## src/rtl/alu_pkg.sv

```systemverilog
// rtl/alu_pkg.sv - shared mode/op constants and sequencer state for alu_seq
package alu_pkg;

    localparam logic [1:0] MODE_ARITH = 2'd0;
    localparam logic [1:0] MODE_MULU  = 2'd1;
    localparam logic [1:0] MODE_DIVU  = 2'd2;
    localparam logic [1:0] MODE_RSVD  = 2'd3;

    localparam logic [1:0] OP_ADD = 2'd0;
    localparam logic [1:0] OP_AND = 2'd1;
    localparam logic [1:0] OP_OR  = 2'd2;
    localparam logic [1:0] OP_XOR = 2'd3;

    typedef enum logic [1:0] {
        ST_IDLE = 2'd0,
        ST_RUN  = 2'd1,
        ST_DONE = 2'd2
    } state_t;

endpackage

```

## src/rtl/alu_arith_unit.sv

```systemverilog
// rtl/alu_arith_unit.sv - single-cycle add/logic path on sign-extended operands
module alu_arith_unit
    import alu_pkg::*;
#(
    parameter int WIDTH = 24
) (
    input  logic [WIDTH-1:0] a,
    input  logic [WIDTH-1:0] b,
    input  logic [3:0]       op,
    output logic [WIDTH-1:0] result,
    output logic             less_than,
    output logic             overflow
);

    logic [WIDTH:0] a_ext;
    logic [WIDTH:0] b_ext;
    logic [WIDTH:0] ext;

    always_comb begin
        a_ext = {a[WIDTH-1], a};
        b_ext = {b[WIDTH-1], b};
        if (op[3]) a_ext = ~a_ext;
        if (op[2]) b_ext = ~b_ext;
        case (op[1:0])
            OP_ADD:  ext = a_ext + b_ext + {{WIDTH{1'b0}}, op[2]};
            OP_AND:  ext = a_ext & b_ext;
            OP_OR:   ext = a_ext | b_ext;
            default: ext = a_ext ^ b_ext;
        endcase
    end

    // The extra top bit makes signed overflow visible as a sign disagreement.
    assign result    = ext[WIDTH-1:0];
    assign less_than = ext[WIDTH-1];
    assign overflow  = ext[WIDTH] ^ ext[WIDTH-1];

endmodule

```

## src/rtl/alu_seq.sv

```systemverilog
// rtl/alu_seq.sv - multi-cycle ALU with start/done handshake, shift-add MUL and restoring DIV
module alu_seq
    import alu_pkg::*;
#(
    parameter int WIDTH = 24
) (
    input  logic             clk,
    input  logic             rst,
    input  logic             start,
    input  logic [1:0]       mode,
    input  logic [3:0]       aluOp,
    input  logic [WIDTH-1:0] A,
    input  logic [WIDTH-1:0] B,
    output logic             busy,
    output logic             done,
    output logic [WIDTH-1:0] out,
    output logic [WIDTH-1:0] hi,
    output logic             equal,
    output logic             lessThan,
    output logic             overflow,
    output logic             divByZero
);

    localparam int CW = (WIDTH > 2) ? $clog2(WIDTH) : 1;

    state_t           state;
    state_t           state_next;
    logic             accept;
    logic             iterative;
    logic [CW-1:0]    cnt;
    logic [1:0]       mode_q;
    logic [WIDTH-1:0] b_q;
    logic             eq_q;

    logic [2*WIDTH-1:0] prod;
    logic [2*WIDTH-1:0] prod_next;
    logic [WIDTH:0]     mul_sum;

    logic [WIDTH:0]   rem;
    logic [WIDTH:0]   rem_next;
    logic [WIDTH-1:0] quo;
    logic [WIDTH-1:0] quo_next;
    logic [WIDTH+1:0] div_shift;
    logic [WIDTH+1:0] div_trial;

    logic [WIDTH-1:0] arith_result;
    logic             arith_lt;
    logic             arith_ov;

    alu_arith_unit #(.WIDTH(WIDTH)) u_arith (
        .a         (A),
        .b         (B),
        .op        (aluOp),
        .result    (arith_result),
        .less_than (arith_lt),
        .overflow  (arith_ov)
    );

    assign busy      = (state == ST_RUN);
    assign done      = (state == ST_DONE);
    assign accept    = start && (state != ST_RUN);
    assign iterative = (mode == MODE_MULU) || (mode == MODE_DIVU);

    always_ff @(posedge clk) begin
        if (rst) state <= ST_IDLE;
        else     state <= state_next;
    end

    always_comb begin
        state_next = state;
        case (state)
            ST_IDLE, ST_DONE: begin
                if (start)                state_next = iterative ? ST_RUN : ST_DONE;
                else if (state == ST_DONE) state_next = ST_IDLE;
            end
            ST_RUN:  if (cnt == '0) state_next = ST_DONE;
            default: state_next = ST_IDLE;
        endcase
    end

    // One shift-add step: add multiplicand when the low multiplier bit is set, then shift right.
    always_comb begin
        mul_sum   = {1'b0, prod[2*WIDTH-1:WIDTH]} + (prod[0] ? {1'b0, b_q} : '0);
        prod_next = {mul_sum, prod[WIDTH-1:1]};
    end

    // One restoring step: shift in the next dividend bit and keep the difference if non-negative.
    always_comb begin
        div_shift = {rem, quo[WIDTH-1]};
        div_trial = div_shift - {2'b00, b_q};
        if (div_trial[WIDTH+1]) begin
            rem_next = div_shift[WIDTH:0];
            quo_next = {quo[WIDTH-2:0], 1'b0};
        end else begin
            rem_next = div_trial[WIDTH:0];
            quo_next = {quo[WIDTH-2:0], 1'b1};
        end
    end

    always_ff @(posedge clk) begin
        if (rst) begin
            cnt       <= '0;
            mode_q    <= MODE_ARITH;
            b_q       <= '0;
            eq_q      <= 1'b0;
            prod      <= '0;
            rem       <= '0;
            quo       <= '0;
            out       <= '0;
            hi        <= '0;
            equal     <= 1'b0;
            lessThan  <= 1'b0;
            overflow  <= 1'b0;
            divByZero <= 1'b0;
        end else if (accept) begin
            mode_q <= mode;
            b_q    <= B;
            eq_q   <= (A == B);
            cnt    <= CW'(WIDTH - 1);
            prod   <= {{WIDTH{1'b0}}, A};
            rem    <= '0;
            quo    <= A;
            if (mode == MODE_ARITH) begin
                out       <= arith_result;
                hi        <= '0;
                equal     <= (A == B);
                lessThan  <= arith_lt;
                overflow  <= arith_ov;
                divByZero <= 1'b0;
            end else if (mode == MODE_RSVD) begin
                out       <= '0;
                hi        <= '0;
                equal     <= 1'b0;
                lessThan  <= 1'b0;
                overflow  <= 1'b0;
                divByZero <= 1'b0;
            end
        end else if (state == ST_RUN) begin
            prod <= prod_next;
            rem  <= rem_next;
            quo  <= quo_next;
            if (cnt != '0) begin
                cnt <= cnt - 1'b1;
            end else if (mode_q == MODE_MULU) begin
                out       <= prod_next[WIDTH-1:0];
                hi        <= prod_next[2*WIDTH-1:WIDTH];
                equal     <= eq_q;
                lessThan  <= 1'b0;
                overflow  <= |prod_next[2*WIDTH-1:WIDTH];
                divByZero <= 1'b0;
            end else begin
                out       <= quo_next;
                hi        <= rem_next[WIDTH-1:0];
                equal     <= eq_q;
                lessThan  <= 1'b0;
                overflow  <= 1'b0;
                divByZero <= (b_q == '0);
            end
        end
    end

endmodule
```

## config.mk

```make
export PLATFORM = sky130hd
export DESIGN_NAME = alu_seq
export DESIGN_NICKNAME = d
export VERILOG_FILES = /design/src/rtl/alu_pkg.sv /design/src/rtl/alu_arith_unit.sv /design/src/rtl/alu_seq.sv
export SDC_FILE = /design/constraint.sdc
export NUM_CORES = 1
export LEC_CHECK = 0
export ABC_AREA = 1
export CORE_MARGIN = 3
export CORE_UTILIZATION = 50
export CTS_CLUSTER_DIAMETER = 200
export DETAILED_ROUTE_END_ITERATION = 16
export GPL_TIMING_DRIVEN = 0
export PLACE_DENSITY = 0.7
export SLEW_MARGIN = 20
export SYNTH_ARGS = -nofsm -noshare
export SYNTH_HDL_FRONTEND = slang
export SYNTH_HIERARCHICAL = 1
export SYNTH_SLANG_ARGS = --single-unit
```

## constraint.sdc

```tcl
create_clock -name clk -period 2.97 [get_ports clk]
set_input_delay 0.297 -clock clk [delete_from_list [all_inputs] [get_ports clk]]
set_output_delay 0.297 -clock clk [all_outputs]
set_load 0.05 [all_outputs]
```

-- Word-level counts from Yosys, hierarchy flattened
Cells that the tools add are included.
- mux-type cells: 48
- equal/unequal tests: 14
- shift operators: 0
- order comparisons: 0
- bitwise gates (word level): 6
- multiply operators: 0
- add/subtract/negate cells: 5
- divide/modulo/power cells: 0
- reductions and logical operators: 17
- operators by type and width (cell ; count):
    two-way mux 24 bit ; 16
    two-way mux 25 bit ; 3
    one-hot mux 25 bit (3 select lines) ; 1
    NOT 25 bit ; 2
    subtractor 26 x 24 -> 26 bit ; 1
    adder 24 x 24 -> 25 bit ; 1
    adder 25 x 1 -> 25 bit ; 1
    adder 25 bit ; 1
    AND 25 bit ; 1
    OR 25 bit ; 1
    XOR 25 bit ; 1
    equality test 24 bit ; 1
    logical NOT 24 bit ; 1
    OR reduction 24 bit ; 1
    two-way mux 1 bit ; 20
    two-way mux 5 bit ; 3
    equality test 2 x 1 -> 1 bit (second input constant) ; 4
    equality test 2 bit (second input constant) ; 4
    two-way mux 2 bit ; 4
    logical NOT 2 bit ; 3
    AND reduction 2 bit ; 3
    logical NOT 5 bit ; 1
    nonzero test 5 bit ; 1
    subtractor 5 x 1 -> 5 bit (second input constant) ; 1
    other kinds (11) ; 14
- bits of input ports: 57
- output and inout bits: 54
- memories: 0
- word-level logic and storage cells: 106
- bits in writable memories: 0
- bits in registers: 183
- bits in latches: 0
- memory bits (read-only): 0

-- Depth between registers and ports, before layout
- word-level depth: 8
- mapped depth: 21
- mapped depth without buffers: 19

-- By module
The synthesis kept the hierarchy.
- modules (own cells, without submodules) (module ; sequential area each (sq um) ; cells each ; area each (sq um) ; times used):
    alu_seq ; 3663.5 ; 1871 ; 12446.9 ; 1
    alu_arith_unit ; 0.0 ; 588 ; 3251.9 ; 1

-- Worst setup path after synthesis
Ideal clock, no wire load.
- path kind: input-to-reg
- from: in aluOp[3]
- to: reg out[23]
- setup time: 0.127 ns
- data required time: 2.843 ns
- setup slack: 0.485 ns
- buffers on the path: 3
- arrival time: 2.358 ns
- cell stages on the path: 16
- cell sequence: buf_6 buf_2 xnor2_1 inv_1 ha_1 a21oi_1 inv_1 a21oi_1 nand2_1 a21oi_1 nand3_1 nand3_1 nand3_1 buf_4 a21oi_1 a21oi_1
- longest elaborated chain between the ends: 6
- elaborated cells between the ends (all ways): 9
- those cells by class: add/sub (2); mux (4); bitwise (3)
- ends and longest elaborated chain (item ; RTL line ; text):
    start: declaration ; alu_seq.sv:11 ; input logic [3:0] aluOp,
    two-way mux 25 bit * ; alu_arith_unit.sv:22 ; if (op[3]) a_ext = ~a_ext;
    adder 25 bit ; alu_arith_unit.sv:25 ; OP_ADD: ext = a_ext + b_ext + {{WIDTH{1'b0}}, op[2]};
    adder 25 x 1 -> 25 bit ; alu_arith_unit.sv:25 ;
    one-hot mux 25 bit (3 select lines) * ; alu_arith_unit.sv:24 ; case (op[1:0])
    named net arith_lt ; alu_seq.sv:47 ; logic arith_lt;
    two-way mux 24 bit * ; alu_seq.sv:123 ; if (mode == MODE_ARITH) begin
    two-way mux 24 bit * ; alu_seq.sv:115 ; end else if (accept) begin
    end signal: assignment ; alu_seq.sv:124 ; out <= arith_result;
    end signal: assignment ; alu_seq.sv:145 ; out <= prod_next[WIDTH-1:0];
    end signal: assignment ; alu_seq.sv:152 ; out <= quo_next;
    end: declaration ; alu_seq.sv:16 ; output logic [WIDTH-1:0] out,
Mark *: on every way through the listed nets, which the timed path passes. The rest lies on a longest branch.
A chain may end at the register's enable or synchronous reset.

-- Worst setup path in the final report
- from: reg state[0]
- to: out busy
- longest elaborated chain between the ends: 1
- ends and longest elaborated chain (item ; RTL line ; text):
    start: declaration ; alu_seq.sv:26 ; state_t state;
    start signal: assignment ; alu_seq.sv:66 ; else state <= state_next;
    equality test 2 x 1 -> 1 bit ; alu_seq.sv:59 ; assign busy = (state == ST_RUN);
    end: declaration ; alu_seq.sv:14 ; output logic busy,
No other way between the ends.

==> flow_metrics.tcl <==
set metrics [dict create \
    p_leak_uw 0.00918 \
    fin_crit_sh_pct 98.4 \
    overflow 0 \
    dr.pass1.iters 7 \
    post_drt_wl_per_cell_um 19.4 \
    arrival_ps 2630 \
    antenna_cells 0 \
    avgViaCountPerCell 5.58 \
    drc 0 \
    start_util_pct 51.1 \
    max_slew.worst_pin.slew_ps 927 \
    cp_max_fo 10 \
    cp_cell_sequence "inv_2 > nor2_2 > clkbuf_1 > clkbuf_2 > dlygate4sd2_1" \
    area.growth.synth_to_final_pct 14.0 \
    rows 64 \
    synth_warnings 6 \
    track_usage_pct 33.6 \
    min_period_ps 2920 \
    cts_buffer_depth 2 \
    r2r_end "hi[8]$_SDFFE_PP0P_" \
    netlist_area_um2 15700 \
    avgSynthCellArea_um2 6.38 \
    ios 111 \
    postRouteAntennaNets 0 \
    layout_common_cells "588 x nand2_1, 464 x inv_1, 181 x dfxtp_1" \
    fin_skew_ps 13.2 \
    clk_pin_slew_ps 70 \
    coreArea_um2 30700 \
    antenna_found_initial 0 \
    final_common_cell "nand2_1" \
    synth-seq-cells 183 \
    nets 2742 \
    status "complete, no violations" \
    cp-start-kind "register" \
    htree_num_levels 4 \
    min_path_type "input pin to register" \
    cp_slowest_cell "dlygate4sd2_1" \
    maxSlewViolCount 0 \
    clkLatencyLatePin_ps 450 \
    min_from "rst" \
    synthCells 2459 \
    endpoint_kind "output pin" \
    cts_tree "yes" \
    utilization_pct 58.2 \
    setup_viol 0 \
    hold_viol_final 0 \
    fmax_ghz 0.342 \
    peakVddDrop_uv 428 \
    ys_seq_area_share_pct 23.3 \
    holdWs_ps 102 \
    required_ps 2670 \
    yosys.area.top_type "dfxtp_1" \
    drive_above_1_share_pct 9.06 \
    cts_sinks 183 \
    vias 16700 \
    syn_nets 2619 \
    grt_max_degree 17 \
    pwr_density_cell_nw_per_um2 485 \
    root_buffer "clkbuf_16" \
    grt_pass1_vias 15600 \
    gp_congestion 1.04 \
    die_y_um 183 \
    synth.top_cells.by_area "dfxtp_1 23%, nand2_1 14%, inv_1 11%, ha_1 8.0%, a21oi_1 5.1%" \
    maxSlewHeadroom_pct 38.2 \
    ff2ff_path_depth 14 \
    holdPathEnd "quo[0]$_SDFFE_PP0P_" \
    dieArea_um2 33600 \
    reg2reg_slack_ps 150 \
    whs_path_depth 2 \
    synth_top_area_share_pct 23.3 \
    drt_iter0_markers 1559 \
    crit_type "register to output pin" \
    drt-total-wl_um 57900 \
    grt_pass1_wl_um 87000 \
    dieWidth_um 183 \
    slowest_delay_ps 590 \
    synth_cell_types 60 \
    io_buffers 105 \
    dp_hpwl_um 47500 \
    reg2reg_from "b_q[20]$_SDFFE_PP0P_" \
    cts-buffers-inserted 17 \
    max_cap_violations 0 \
]
logic make-up (layout without fill, tap and decap cells):
| logic type | after synthesis | after routing | share of synthesized area (%) |
|---|---|---|---|
| and+or+nand+nor | 1062 | 1062 | 31.6 |
| buffers and inverters | 575 | 711 | 14.6 |
| DFF | 183 | 183 | 23.3 |
| xor gates and xnor gates | 78 | 78 | 4.35 |
| adders and majority gates | 103 | 103 | 8.35 |
| AOI/OAI and AO/OA | 458 | 458 | 17.8 |
flip-flops by register name, indices dropped and copies added (netlist names):
register / cells
quo: 24
mode_q: 2
cnt: 5
lessThan: 1
out: 24
hi: 24
divByZero: 1
overflow: 1
b_q: 24
state: 2
rem: 25
eq_q: 1
equal: 1
prod: 48
worst max-delay path: cells and delay by family (launching register included):
family | cells | cell delay, ps
buffers and inverters | 4 | 1550
DFF | 1 | 360
and+or+nand+nor | 1 | 270
final cells by class:
| class | instances | area, um^2 |
|---|---|---|
| plain buffers | 93 | 484 |
| clock buffers | 20 | 437 |
| clock inverters | 12 | 118 |
| fillers | 3105 | 12900 |
| inverters | 481 | 1810 |
| multi-input cells | 1701 | 9830 |
| flip-flops and latches | 183 | 3670 |
| well taps | 396 | 495 |
| repair buffers | 105 | 1060 |
metrics by stage:
step | setup TNS (ps) | setup slack, ps | instance area [um^2] | cells | total power, uW
after detailed placement | -5140 | -443 | 17200 | 2960 | 6420
after global routing | -49.7 | -49.7 | 17900 | 2991 | 9100
after global placement | -4740 | -430 | 17200 | 2960 | 6370
after CTS | 0 | 13.8 | 17800 | 2991 | 8600
final | 0 | 47.0 | 17900 | 2991 | 8680
after floorplan | 0 | 485 | 15700 | 2459 | 5300
report_power, final:
part	internal, uW	leakage (uW)	switching [uW]	total, uW
Sequential	2640	0.00150	142	2780
Clock	1170	0.000258	1050	2220
Combinational	1190	0.00743	2500	3690
Total	4990	0.00918	3690	8680
per-layer routing:
metal | wire length, um | global-route usage [%]
met1 | 23500 | 41.1
met2 | 27900 | 59.0
met3 | 4240 | 5.71
met4 | 2290 | 13.1
met5 | 0 | 0
cells in the mapped netlist, drive strengths merged:
| cell | n |
|---|---|
| clkinv | 5 |
| o211a | 1 |
| o2111ai | 1 |
| o21a | 2 |
| o21bai | 6 |
| and2 | 5 |
| buf | 39 |
| o21ai | 118 |
| o211ai | 41 |
| a21boi | 1 |
| fa | 3 |
| a211oi | 14 |
| nand3b | 21 |
| inv | 476 |
| nor2 | 142 |
| a21oi | 182 |
| nor4 | 10 |
| o31ai | 2 |
| nand4 | 32 |
| dfxtp | 183 |
| a221oi | 3 |
| nand2 | 653 |
| o22ai | 30 |
| xor2 | 12 |
| ha | 100 |
| or2 | 18 |
| nor3 | 19 |
| dlymetal6s2s | 1 |
| nand3 | 161 |
| a31oi | 7 |
| nor3b | 1 |
| a21o | 2 |
| o221ai | 44 |
| xnor2 | 66 |
| a22oi | 4 |
| clkbuf | 54 |
timing repair:
item / CTS / global route
buffers inserted: 0 / 0
pin swaps: 0 / 0
endpoints found under the setup margin: 5 / 12
hold buffers: 0 / 0
gates resized for setup: 5 / 25
hold endpoints to repair: 0 / 0
worst max-delay path by stage:
stage / from / slack (ps) / to / cells after the start
3_5_place_dp: A[0] / -440 / out[10]$_SDFFE_PP0P_ / 16
5_1_grt: prod[0]$_SDFFE_PP0P_ / -50 / overflow$_SDFFE_PP0P_ / 17
6_report: state[0]$_SDFFE_PP0P_ / 50 / busy / 5
4_1_cts: A[0] / 10 / out[10]$_SDFFE_PP0P_ / 16
2_1_floorplan: aluOp[3] / 490 / out[23]$_SDFFE_PP0P_ / 16
3_3_place_gp: A[0] / -430 / out[10]$_SDFFE_PP0P_ / 16
Power figures use the tool's default switching activity.
